[src/rtl/qbert_pkg.sv]
// Shared types and constants for the Qbert pyramid colour tracker.
// Also holds a one-hot test used when a landing is accepted.
package qbert_pkg;

  typedef enum logic [2:0] {
    ST_IDLE,
    ST_PLAY,
    ST_PAUSED,
    ST_CHECK,
    ST_CLEARED
  } tracker_state_t;

  typedef enum logic [1:0] {
    SET_ONCE = 2'd0,
    TOGGLE   = 2'd1
  } level_mode_t;

  localparam int unsigned N_CUBES_C      = 28;
  localparam int unsigned SCORE_PER_CUBE = 25;
  localparam int unsigned LEVEL_BONUS    = 1000;

  // Exactly one bit set: non-zero and clearing the lowest set bit leaves zero.
  function automatic logic is_onehot(input logic [N_CUBES_C-1:0] v);
    return (v != '0) && ((v & (v - {{(N_CUBES_C-1){1'b0}}, 1'b1})) == '0);
  endfunction

endpackage

[src/rtl/cube_color_tracker_popcount28.sv]
// Combinational population count of the 28-bit pyramid colour vector.
module popcount28 (
  input  logic [27:0] bits_i,
  output logic [4:0]  count_o
);

  always_comb begin
    count_o = '0;
    for (int unsigned i = 0; i < 28; i++) begin
      count_o = count_o + 5'(bits_i[i]);
    end
  end

endmodule

[src/rtl/cube_color_tracker.sv]
// Pyramid top-colour tracker: applies Qbert landings, counts coloured cubes, flags completion.
// Optional scoring (score / e_score_clr ports) is built when CUBE_SCORE_EN is defined.
module cube_color_tracker
  import qbert_pkg::*;
#(
  parameter int unsigned N_CUBES = N_CUBES_C,
  parameter int unsigned COUNT_W = 5
) (
  input  logic               CLK_33,
  input  logic               reset,
  input  logic               e_start_qb,
  input  logic               e_pause_qb,
  input  logic               e_resume_qb,
  input  logic [1:0]         e_level_mode,
  input  logic               done_move_qb,
  input  logic [N_CUBES-1:0] position_qb,
  output logic [N_CUBES-1:0] color_state,
  output logic [COUNT_W-1:0] n_colored,
  output logic               level_done,
  output logic               bad_pos,
`ifdef CUBE_SCORE_EN
  input  logic               e_score_clr,
  output logic [15:0]        score,
`endif
  output logic               busy
);

  tracker_state_t     state_q;
  logic [N_CUBES-1:0] color_q;
  logic [COUNT_W-1:0] n_colored_q;
  logic               level_done_q;
  logic               bad_pos_q;
  logic               busy_q;
  logic               pause_pend_q;
  logic               rise_q;

  logic [4:0]         pop_w;
  logic               full_w;
  logic               onehot_w;
  logic               multi_w;
  logic               toggle_w;

  popcount28 u_popcount28 (
    .bits_i  (color_q),
    .count_o (pop_w)
  );

  assign full_w   = (COUNT_W'(pop_w) == COUNT_W'(N_CUBES));
  assign onehot_w = is_onehot(position_qb);
  assign multi_w  = (position_qb != '0) && !onehot_w;
  assign toggle_w = (e_level_mode == TOGGLE);

  always_ff @(posedge CLK_33 or negedge reset) begin
    if (!reset) begin
      state_q      <= ST_IDLE;
      color_q      <= '0;
      n_colored_q  <= '0;
      level_done_q <= 1'b0;
      bad_pos_q    <= 1'b0;
      busy_q       <= 1'b0;
      pause_pend_q <= 1'b0;
      rise_q       <= 1'b0;
    end else begin
      level_done_q <= 1'b0;
      bad_pos_q    <= 1'b0;
      if (e_start_qb) begin
        state_q      <= ST_PLAY;
        color_q      <= '0;
        n_colored_q  <= '0;
        pause_pend_q <= 1'b0;
        rise_q       <= 1'b0;
        busy_q       <= 1'b1;
      end else begin
        case (state_q)
          ST_PLAY: begin
            if (done_move_qb && onehot_w) begin
              color_q      <= toggle_w ? (color_q ^ position_qb) : (color_q | position_qb);
              rise_q       <= ((color_q & position_qb) == '0);
              // A pause in the landing cycle is held until the CHECK cycle retires.
              pause_pend_q <= e_pause_qb;
              state_q      <= ST_CHECK;
              busy_q       <= 1'b1;
            end else begin
              bad_pos_q <= done_move_qb && multi_w;
              if (e_pause_qb) begin
                state_q <= ST_PAUSED;
                busy_q  <= 1'b0;
              end
            end
          end
          ST_CHECK: begin
            n_colored_q  <= COUNT_W'(pop_w);
            pause_pend_q <= 1'b0;
            if (full_w) begin
              level_done_q <= 1'b1;
              state_q      <= ST_CLEARED;
              busy_q       <= 1'b0;
            end else if (pause_pend_q || e_pause_qb) begin
              state_q <= ST_PAUSED;
              busy_q  <= 1'b0;
            end else begin
              state_q <= ST_PLAY;
              busy_q  <= 1'b1;
            end
          end
          ST_PAUSED: begin
            if (e_resume_qb) begin
              state_q <= ST_PLAY;
              busy_q  <= 1'b1;
            end
          end
          ST_IDLE, ST_CLEARED: begin
            busy_q <= 1'b0;
          end
          default: begin
            state_q <= ST_IDLE;
            busy_q  <= 1'b0;
          end
        endcase
      end
    end
  end

`ifdef CUBE_SCORE_EN
  logic [15:0] score_q;
  logic [16:0] score_sum_w;

  always_comb begin
    score_sum_w = {1'b0, score_q}
                + (rise_q ? 17'(SCORE_PER_CUBE) : '0)
                + (full_w ? 17'(LEVEL_BONUS) : '0);
  end

  always_ff @(posedge CLK_33 or negedge reset) begin
    if (!reset) begin
      score_q <= '0;
    end else if (e_score_clr) begin
      score_q <= '0;
    end else if (state_q == ST_CHECK && !e_start_qb) begin
      score_q <= score_sum_w[16] ? '1 : score_sum_w[15:0];
    end
  end

  assign score = score_q;
`endif

  assign color_state = color_q;
  assign n_colored   = n_colored_q;
  assign level_done  = level_done_q;
  assign bad_pos     = bad_pos_q;
  assign busy        = busy_q;

endmodule
[config.mk]
export PLATFORM = sky130hd
export DESIGN_NAME = cube_color_tracker
export DESIGN_NICKNAME = d
export VERILOG_FILES = /design/src/rtl/qbert_pkg.sv /design/src/rtl/cube_color_tracker_popcount28.sv /design/src/rtl/cube_color_tracker.sv
export SDC_FILE = /design/constraint.sdc
export NUM_CORES = 1
export LEC_CHECK = 0
export ABC_AREA = 1
export BUFFER_PORTS_ARGS = -buffer_cell sky130_fd_sc_hd__buf_4
export CORE_AREA = 3 3 90 84
export CTS_CLUSTER_DIAMETER = 40
export DETAILED_ROUTE_END_ITERATION = 8
export DIE_AREA = 0 0 93 87
export PLACE_DENSITY = 0.8
export SYNTH_ARGS = -nofsm -noshare
export SYNTH_HDL_FRONTEND = slang
export SYNTH_SLANG_ARGS = --single-unit
[constraint.sdc]
create_clock -name CLK_33 -period 6.45 [get_ports CLK_33]
set_clock_uncertainty 0.1 [all_clocks]
set_input_delay 1.6125 -clock CLK_33 [delete_from_list [all_inputs] [get_ports CLK_33]]
set_output_delay 1.6125 -clock CLK_33 [all_outputs]
set_load 0.01 [all_outputs]
Word-level counts from Yosys, hierarchy flattened --
Cells that the tools add are included. Widths: inputs -> output; s select.
Operators by class: reduce and logical (&&, ||, !) cells 18, mux-type cells 29, eq/ne operators 10, $add $sub $neg 28, bitwise gates (word level) 3
Operator list (count):
- $add 5x1->5 | 26
- $mux 28 | 4
- $and 28x28->28 | 1
- $logic_not 28->1 | 1
- $or 28x28->28 | 1
- $reduce_bool 28->1 | 1
- $sub 28x1->28 const B | 1
- $xor 28x28->28 | 1
- $mux 3 | 5
- $mux 1 | 14
- $pmux 3 s4 | 1
- $mux 5 | 2
- $eq 3x2->1 const B | 2
- $ne 3x3->1 const B | 2
- $reduce_and 2->1 | 3
- $reduce_bool 2->1 | 3
- $eq 5x5->1 const B | 1
- $logic_and 1x1->1 | 4
- $ne 4x4->1 const B | 1
- $eq 3x1->1 const B | 1
- $eq 3x3->1 const B | 1
- $logic_not 3->1 | 1
- $pmux 1 s3 | 1
- $reduce_and 3->1 | 1
- other kinds (9) | 9
Storage, ports and cells: bits of input ports 36, output and inout bits 36, bits in registers 40

Depth between registers and ports, before layout --
word-level depth 31, depth in mapped cells 20

Modules after synthesis --
Synthesis repeated with hierarchy kept, for this count alone.
Unflattened totals: cells, all modules 559, area, all modules 3892.5 sq um
By module, submodules not included:
- cube_color_tracker | cells each 463, area an instance 3121.7 sq um, instances 1
- popcount28 | cells each 96, area an instance 770.7 sq um, instances 1

Worst setup path after synthesis --
OpenSTA, ideal clock, no wires.
path kind register to register, start register color_q[0], in the netlist color_state[0], end register state_q[0], setup time 119 ps, required time 6231 ps, period minus slack after synthesis 5405 ps, arrival time 5186 ps, setup slack 1045 ps, buffers on the path 0, cell stages (with the launch flop) 20, cells stage by stage dfrtp_1 > ha_1 > inv_1 > fa_1 > fa_1 > fa_1 > fa_1 > fa_1 > fa_1 > inv_1 > fa_1 > fa_1 > nand3_1 > nand2_1 > xor2_1 > nand3_1 > a31oi_1 > nand3_1 > nand2_1 > nand2_1
On the way: cells in the longest elaborated chain, start to end 31
Ends and longest elaborated chain:
- start: declaration | line cube_color_tracker.sv:29 | logic [N_CUBES-1:0] color_q;
- start signal: assignment | line cube_color_tracker.sv:77 | color_q <= toggle_w ? (color_q ^ position_qb) : (color_q | position_qb);
- $add 1x1->2 | line cube_color_tracker_popcount28.sv:10 | count_o = count_o + 5'(bits_i[i]);
- $add 5x1->5 (26 in series) | line cube_color_tracker_popcount28.sv:10
- $eq 5x5->1 | line cube_color_tracker.sv:48 | assign full_w = (COUNT_W'(pop_w) == COUNT_W'(N_CUBES));
- $mux 3 | line cube_color_tracker.sv:94 | if (full_w) begin
- $pmux 3 s4 | line cube_color_tracker.sv:74 | case (state_q)
- $mux 3 | line cube_color_tracker.sv:66 | if (e_start_qb) begin
- end signal: assignment | line cube_color_tracker.sv:67 | state_q <= ST_PLAY;
- end signal: assignment | line cube_color_tracker.sv:96 | state_q <= ST_CLEARED;
- end signal: assignment | line cube_color_tracker.sv:99 | state_q <= ST_PAUSED;
- end: declaration | line cube_color_tracker.sv:28 | tracker_state_t state_q;
No other way between the ends. A chain may end at the register's enable or synchronous reset.

Worst setup path after layout --
Same ends and word-level chain as after synthesis.

==> results.toml <==
[power]
cellPowerDensity_nw_per_um2 = 205
vdd_drop_max_mv = 0.189
p_leak_nw = 2.35

[synthesis]
synth-compound-area-share_pct = 10.3
synthMuxAreaShare_pct = 0
yosysSeqAreaShare_pct = 26.6
synthFlopType = "dfrtp_1"
synthXorXnorAreaFrac_pct = 0.697
yosys_warnings = 0
netlist.area_leader.share_pct = 26.6
synth_top_cells_by_count = "94 x inv_1, 92 x nand2_1, 70 x nor2_1"
synth_top_area_cell = "dfrtp_1"
ys_seq_elements = 40
synth-async-reset-ratio_pct = 100
synth_top_family_by_area = "simple AND/OR/NAND/NOR gates"
synth_edf_count = 0
yosysMostFrequentCell = "inv_1"
synthCells = 525
synth-adder-area-share_pct = 23.2
synthTopCellsByArea = "dfrtp_1 27%, ha_1 12%, fa_1 11%"
syn_area_per_cell_sq_um = 7.18
yosysUniqueCellTypes = 29
synth_nets = 618
syn-cell-area_sq_um = 3770
yosys.area_share.simple_pct = 27.7

[timing]
max_freq_ghz = 0.174
worstMarginPinSlew_ps = 831
finalSetupTns_ps = 0
setup_viol = 0
fin_crit_ps = 5730
post-route-period-util_pct = 88.9
setup_ws_ps = 715
slew_headroom_pct = 44.6
hold_viol_final = 0
slew_violations = 0
grt_setup_unrepaired = "false"

[cells_and_area]
nNetsFinal = 680
layout.cells.non_filler = 678
antenna_cells = 0
drive_gt1_share_pct = 15.8
area_growth_pct = 18.3
n_fill_cell = 601
final_cell_area_sq_um = 4460
multi_input_area_sq_um = 2330
regArea_sq_um = 1000

[drt]
vias = 3619
drt-pass1-iter-count = 5
ant_nets = 0
wl_per_cell_um = 14.5
wl_um = 9820
vias_per_cell = 5.34
route.detailed.drc = 0
dr.first_iter.drc_count = 276

[placed_design]
gp_congestion = 0.924
pre_cts_ws_ps = 734
place_hpwl_um = 7650
place_area_sq_um = 4350
portBuffers = 71
post-place-cells = 670

[setup_path]
reg2reg_slack_ps = 720
worstPathRequired_ps = 6560
worstSetupStartpointType = "flip-flop"
r2r_end = "state_q[0]"
cp-end-kind = "flip-flop"
critPathKind = "reg -> reg"
rr_startpoint = "color_state[0]"
worstSetupStartpoint = "color_state[0]"
worstPathArrival_ps = 5840
worst-path-max-fanout = 4
rr_worst_depth = 19

[clock_tree]
clockBufferDepth = 2
clk_pin_slew_worst_paths_ps = 90
ctsHoldBuffers = 0
root_buffer = "clkbuf_8"
cts-htree-levels = 2
clock_latency_ps = 310
cts_buffers = 5
post_cts_resized = 0
cts_tree = "yes"
cts.sinks = 40
cts_setup_buffers = 0

[run]
cap_violations = 0

[global_routing]
grt_pass1_vias = 3445
antenna_found_initial = 0
grt-ovfl-total = 0
grt_first_pass_wirelength_um = 16300
grt.total_usage_pct = 25.6
grt_max_degree = 57

[worst_hold_path]
hold_path_end = "busy"
hold_class = "reg -> reg"
min_from = "busy"
hold_path_depth = 2

[floorplanning]
fp.dieArea_sq_um = 8090
dieWidth_um = 93
core_area_sq_um = 6590
io_pins = 72
die_h_um = 87
row_count = 28
start_util_pct = 57.2

[status]
outcome = "finished, final reports clean"
==> area by class of cell <==
cell class                      instances  area share [%]
Clock buffer                            5            1.54
Clock inverter                          3           0.954
Inverter                               96            8.08
Multi-Input combinational cell        372            52.3
Sequential cell                        40            22.5
Tap cell                               90            2.53
Timing Repair Buffer                   72            12.1
==> placed cells by master (no fill, tap or decap), drive strengths merged, types with 3 or more instances in the layout <==
cell / count
dfrtp: 40
nand2: 95
nor2: 77
a22o: 4
ha: 37
o21ai: 35
inv: 96
a21oi: 33
buf: 72
nand3: 57
clkbuf: 5
nor3: 3
fa: 20
==> layer usage <==
metal | wire, um | part of all wire [%] | vias to the layer above | global-route usage (%)
met2 | 4710 | 48 | 117 | 43.0
met4 | 200 | 2.0 | 0 | 8.12
met1 | 4230 | 43 | 1695 | 34.1
met3 | 682 | 6.9 | 16 | 4.15
met5 | 0 | 0 | - | 0
li1 | - | - | 1791 | -
==> critical path, stage by stage, from the launching register on <==
cell	delay, ps
dfrtp_1	420
ha_1	300
inv_1	70
fa_1	440
fa_1	540
fa_1	450
fa_1	540
fa_1	440
fa_1	490
inv_1	50
fa_1	410
fa_1	420
nand3_1	110
nand2_1	80
xor2_1	180
nand3_1	170
a31oi_1	180
nand3_1	90
nand2_1	120
nand2_1	50
==> flip-flops by register name (all words and copies together), names as in the netlist <==
signal,cells
bad_pos,1
color_state,28
pause_pend_q,1
n_colored,5
state_q,3
busy,1
level_done,1
==> worst max-delay path by stage <==
stage / slack, ps / cells past startpoint / end
2_1_floorplan: 1040 / 19 / state_q[0]
3_3_place_gp: 830 / 19 / state_q[0]
3_5_place_dp: 730 / 19 / state_q[0]
4_1_cts: 730 / 19 / state_q[0]
5_1_grt: 410 / 19 / busy
6_report: 720 / 19 / state_q[0]
==> cell families (layout without fill, tap and decap cells) <==
logic type | after synthesis | count (layout)
adder cells (fa/ha/maj) | 58 | 58
flip-flops | 40 | 40
XOR/XNOR | 3 | 3
AO/OA/AOI/OAI | 74 | 74
AND/OR/NAND/NOR | 237 | 237
buffers and inverters | 113 | 176
==> through the flow <==
step                hold WS (ps)  total power (W)  util [%]
detailed placement           379         0.000703      66.0
finish                       400         0.000912      67.7
global placement             375         0.000685      66.0
global route                 436         0.000994      67.7
floorplan                    364         0.000575         -
CTS                          400         0.000918      67.7
==> power by group <==
group	internal, W	switching [W]
Combinational	0.000178	0.000230
Clock	0.000115	0.0000998
Sequential	0.000272	0.0000179
Power figures use the tool's default switching activity.
